**config.mk**
```make
export PLATFORM = sky130hd
export DESIGN_NAME = fetch_step_ctrl
export DESIGN_NICKNAME = d
export VERILOG_FILES = /design/src/rtl/fetch_pkg.sv /design/src/rtl/key_debounce.sv /design/src/rtl/fetch_step_ctrl.sv
export SDC_FILE = /design/constraint.sdc
export NUM_CORES = 1
export LEC_CHECK = 0
export ABC_AREA = 1
export CORE_AREA = 2 2 128 130
export CTS_CLUSTER_SIZE = 40
export DETAILED_ROUTE_END_ITERATION = 7
export DIE_AREA = 0 0 130 132
export MAX_ROUTING_LAYER = met4
export PLACE_DENSITY = 0.71
export RECOVER_POWER = 25
export SYNTH_ARGS = -nofsm -noshare
export SYNTH_HDL_FRONTEND = slang
export SYNTH_SLANG_ARGS = --single-unit
```
**constraint.sdc**
```tcl
create_clock -name clk -period 1.9 [get_ports clk]
set_clock_uncertainty 0.15 [all_clocks]
set_input_delay 0.19 -clock clk [delete_from_list [all_inputs] [get_ports clk]]
set_output_delay 0.19 -clock clk [all_outputs]
set_load 0.05 [all_outputs]
```
**src/rtl/fetch_pkg.sv**
```systemverilog
// fetch_pkg: shared FSM state type and PC increment for the fetch/step stage
package fetch_pkg;
  typedef enum logic [1:0] {FETCH, CAPTURE, HOLD} fetch_state_t;
  localparam logic [31:0] PC_INC = 32'd4;
endpackage

```
**src/rtl/key_debounce.sv**
```systemverilog
// key_debounce: synchronizes and debounces an active-low key, emitting one pulse per accepted press
// ports: clk, rst (sync, active-high), key_n (raw async key, low = pressed), press_pulse (one clock per press)
module key_debounce #(
  parameter int DEBOUNCE_CYCLES = 500_000
) (
  input  logic clk,
  input  logic rst,
  input  logic key_n,
  output logic press_pulse
);
  localparam int CW = $clog2(DEBOUNCE_CYCLES + 1);
  logic s1, s2, lvl, done;
  logic [CW-1:0] cnt;
  // cnt counts consecutive samples that disagree with the accepted level
  assign done = (s2 != lvl) && (cnt == CW'(DEBOUNCE_CYCLES - 1));
  always_ff @(posedge clk) begin
    if (rst) begin
      s1 <= 1'b1;
      s2 <= 1'b1;
      lvl <= 1'b1;
      cnt <= '0;
      press_pulse <= 1'b0;
    end else begin
      s1 <= key_n;
      s2 <= s1;
      cnt <= (s2 == lvl || done) ? '0 : cnt + 1'b1;
      lvl <= done ? s2 : lvl;
      press_pulse <= done & lvl;
    end
  end
endmodule

```
**src/rtl/fetch_step_ctrl.sv**
```systemverilog
// fetch_step_ctrl: owns the PC, fetches from a 1-cycle ROM and holds instr/pc until a key or run-tick advance
// ports: clk, rst (sync, active-high), key_step_n, sw_run, br_taken, br_target -> imem_addr/imem_rdata ROM port,
//        instr, pc, instr_valid, step_pulse
module fetch_step_ctrl
  import fetch_pkg::*;
#(
  parameter int          IMEM_AW         = 8,
  parameter logic [31:0] RESET_PC        = 32'h0,
  parameter int          DEBOUNCE_CYCLES = 500_000,
  parameter int          RUN_DIV         = 25_000_000
) (
  input  logic               clk,
  input  logic               rst,
  input  logic               key_step_n,
  input  logic               sw_run,
  input  logic               br_taken,
  input  logic [31:0]        br_target,
  output logic [IMEM_AW-1:0] imem_addr,
  input  logic [31:0]        imem_rdata,
  output logic [31:0]        instr,
  output logic [31:0]        pc,
  output logic               instr_valid,
  output logic               step_pulse
);
  localparam int RW = $clog2(RUN_DIV + 1);
  fetch_state_t state_q, state_d;
  logic [31:0] pc_q;
  logic [RW-1:0] run_cnt;
  logic sw_run_q, press, hold, mode_chg, tick, advance;
  key_debounce #(.DEBOUNCE_CYCLES(DEBOUNCE_CYCLES)) u_deb (
    .clk(clk),
    .rst(rst),
    .key_n(key_step_n),
    .press_pulse(press)
  );
  assign hold = state_q == HOLD;
  assign mode_chg = sw_run ^ sw_run_q;
  // a mode change cycle can never tick, so switching modes never advances by itself
  assign tick = hold & sw_run & ~mode_chg & (run_cnt == RW'(RUN_DIV - 1));
  assign advance = hold & (sw_run ? tick : press);
  assign step_pulse = advance;
  assign imem_addr = pc_q[IMEM_AW+1:2];
  always_comb begin
    state_d = state_q;
    state_d = advance ? FETCH : (state_q == FETCH) ? CAPTURE : (state_q == CAPTURE) ? HOLD : state_q;
  end
  always_ff @(posedge clk) begin
    if (rst) begin
      state_q <= FETCH;
      pc_q <= RESET_PC;
      pc <= RESET_PC;
      instr <= '0;
      instr_valid <= 1'b0;
      run_cnt <= '0;
      sw_run_q <= sw_run;
    end else begin
      state_q <= state_d;
      sw_run_q <= sw_run;
      run_cnt <= (hold & sw_run & ~mode_chg & ~tick) ? run_cnt + 1'b1 : '0;
      if (advance) begin
        pc_q <= br_taken ? (br_target & ~32'h3) : pc_q + PC_INC;
        instr_valid <= 1'b0;
      end
      if (state_q == CAPTURE) begin
        instr <= imem_rdata;
        pc <= pc_q;
        instr_valid <= 1'b1;
      end
    end
  end
endmodule

```
==> results.md <==
* Status: finished, violations left
* Failing checks: setup timing
* CP max stage delay at 350 ps
* CP startpoint: run_cnt[1]
* Total of max-cap violations at 0
* Switching Fraction at 30.0%
* Layout area overhead at 33.8%
* Area post-placement at 8760 um2
* Reg2reg setup slack at 0 ps
* CTS Hold Buffers Added at 0
* Reg clk slew, reported paths at 60 ps
* CP Capture Type: output pin
* Sw Pwr at 2.39 mW
* Cell Pwr Density at 852 nW/um2
* R2R Path Start: run_cnt[1]
* Final hold violation count at 0
* Die Span Y at 132 um
* Routed len/inst at 13.3 um
* Cts bufs inserted at 17
* Final min period at 1970 ps
* Initial DRC count at 529
* Setup crit end: step_pulse
* Initial core utilization at 44.4%
* Pleak at 3.82 nW
* Detail Route Antenna Nets at 0
* Most frequent CP cell: nor2_4
* Mapped Cells at 1059
* # IOs at 143
* Clock sink total at 144
* Global Route Usage Sum at 24.0%
* Required time of the critical path at 1560 ps
* FF-to-FF End: pc_q[27]
* Hold WC Path Type: in2reg
* Crit-path cells: ha_4 -> nand2_4 -> nor2_4 -> nand2_2 -> nor2_4 -> nand3_4 -> nand2_8 -> buf_12
* FMAX at 0.509 GHz
* Largest net degree at the start of global routing at 76
* Final Hold Slack at 121 ps
* Worst vdd ir at 0.563 mV
* Worst skew pair latency at 420 ps
* Fillers at 1495
* CTS Buffer Depth at 2
* Crit start category: flip-flop
* Critical path type: reg2out
* Clock share of power at 42.2%
* Initial antenna violation count at 0
* CTS tree: yes
* Die area at 17200 um2
* # setup viols final at 2
* Via count at 7117
* Seq pwr share at 41.0%
* RSZ-0062 raised after global routing: yes
* Quantity of I/O buffers inserted on ports at 138
* Inserted Diodes at 0
* Post-synthesis sequential area ratio at 41.3%
* Design Area, Final at 9330 um2
* Max_slew headroom at 32.7%
* Dpl ws at 13.7 ps
* Register-to-Register Path Depth at 11
* CP max FO at 2
* DR vias/cell at 4.91
* Core footprint at 15700 um2
* Worst EP arrival at 1630 ps
* Ys Warns at 0
* Number of global-route vias before repair at 6715
* Share of cells above drive strength 1 at 10.5%
* Grt ovf at 0
* Post-Syn Area at 6970 um2
* Final net count at 1292
* Hold Path Cell Cnt at 1
* Drt pass-1 iters at 5
* Die W at 130 um
* First-pass GRT wire length at 32100 um
* Final period util at 103%
* Slew Limit Fails at 0
* Total Routed Length at 19300 um
* Root buffer cell: clkbuf_16
* Worst-Margin Slew at 1010 ps
* Most common cell after layout, fill and taps aside: nor2_1
* Final WS setup at -65.6 ps
* Routability cong. at 0.931
* Yosys cell types at 34
* #FFs+latches synth at 144
* DRC viols at 0
* Int Power at 5.57 mW
* Hpwl dp at 13800 um
* Critical-path top delay cell: dfxtp_2
* Tot Pwr at 7.95 mW
* Syn Area/Cell at 6.58 um2
* Num rows at 46
* Commonest non-fill, non-tap cells in the layout: 245 x nor2_1, 244 x nand2_1, 139 x dfxtp_1
* Gate power share at 16.8%
* H-Tree Depth at 4
state kept, by name, indices dropped and copies added (netlist names):
signal and cells:
u_deb.s2 1, u_deb.press_pulse 1, instr 32, sw_run_q 1, pc 30, u_deb.s1 1
state_q 2, run_cnt 25, u_deb.cnt 19, instr_valid 1, u_deb.lvl 1, pc_q 30
metal layers:
layer  wire length, um  global-route usage, %  part of all wire [%]
met1              9070                   31.9                    47
met2              8580                   35.7                    44
met3              1320                   6.21                   6.8
met4               360                   7.71                   1.9
met5                 0                      -                     0
critical path, delay by kind of cell (launching register included):
family / cells / cell delay (ps)
simple gates: 6 / 550
buf+inv: 1 / 140
flops: 1 / 350
fa+ha+maj: 1 / 150
repair_timing:
item,CTS,global route
endpoints found under the setup margin,55,39
setup buffers,4,3
pin swaps,3,4
resized for setup,60,22
cloned,0,0
endpoints found under the hold margin,0,0
metrics by stage:
stage	cells	utilization, %	TNS [ps]
after floorplan	1060	-	0
after global placement	1410	55.7	0
after detailed placement	1410	55.7	0
after CTS	1446	59.5	-672
after global routing	1449	59.4	-2610
final	1449	59.4	-65.9
layout make-up:
class | instances | area, um2 | area share, %
Multi-Input combinational cell | 791 | 3620 | 38.8
Tap cell | 216 | 270 | 2.90
Clock inverter | 14 | 158 | 1.69
Timing Repair Buffer | 187 | 1650 | 17.7
Clock buffer | 18 | 439 | 4.71
Sequential cell | 144 | 2890 | 31.0
Inverter | 79 | 297 | 3.18
power by group through the flow:
| stage | Sequential, mW | Combinational [mW] | Clock, mW |
|---|---|---|---|
| after floorplan | 3.87 | 0.346 | 0 |
| after global placement | 3.33 | 1.45 | 0 |
| after detailed placement | 3.33 | 1.46 | 0 |
| after CTS | 3.26 | 1.37 | 3.41 |
| after global routing | 3.28 | 1.43 | 3.54 |
| final | 3.26 | 1.34 | 3.35 |
how the worst min path moves through the flow:
stage	from	to	slack (ps)
5_1_grt	sw_run	sw_run_q	120
6_report	sw_run	sw_run_q	120
4_1_cts	sw_run	sw_run_q	100
3_3_place_gp	u_deb.s1	u_deb.s2	250
2_1_floorplan	sw_run	sw_run_q	70
3_5_place_dp	u_deb.s1	u_deb.s2	260
cell usage after synthesis:
cell | count | area share [%]
nor2_1 | 254 | 14
nand2_1 | 245 | 13
dfxtp_1 | 144 | 41
o21ai_0 | 85 | 6.1
inv_1 | 74 | 4.0
nand3_1 | 72 | 5.2
a21oi_1 | 44 | 3.2
clkbuf_1 | 28 | 1.5
nand3b_1 | 15 | 1.6
nand4_1 | 14 | 1.3
buf_4 | 12 | 1.3
nor3_1 | 12 | 0.86
xor2_1 | 10 | 1.3
or2_2 | 6 | 0.54
xnor2_1 | 6 | 0.75
nor3b_1 | 5 | 0.54
nand2_2 | 4 | 0.36
buf_2 | 3 | 0.22
buf_6 | 3 | 0.48
ha_1 | 3 | 0.54
inv_2 | 3 | 0.16
nor2_4 | 3 | 0.48
clkinv_1 | 2 | 0.11
nor2_2 | 2 | 0.18
a21o_1 | 1 | 0.11
and3_1 | 1 | 0.090
conb_1 | 1 | 0.054
nand2_4 | 1 | 0.16
nand3_2 | 1 | 0.14
nand3_4 | 1 | 0.25
nor3_2 | 1 | 0.14
o211ai_1 | 1 | 0.11
o22ai_1 | 1 | 0.090
or2_0 | 1 | 0.090
cell families (layout without fill, tap and decap cells):
group	count (synthesis)	count (layout)	synth area share, %
adders and majority gates	3	3	0.538
DFF	144	144	41.3
xor gates and xnor gates	16	16	2.01
other	1	2	0.0538
AOI/OAI and AO/OA	132	132	9.56
and+or+nand+nor	638	638	38.7
buffers and inverters	125	298	7.75
(Power assumes the default switching activity.)
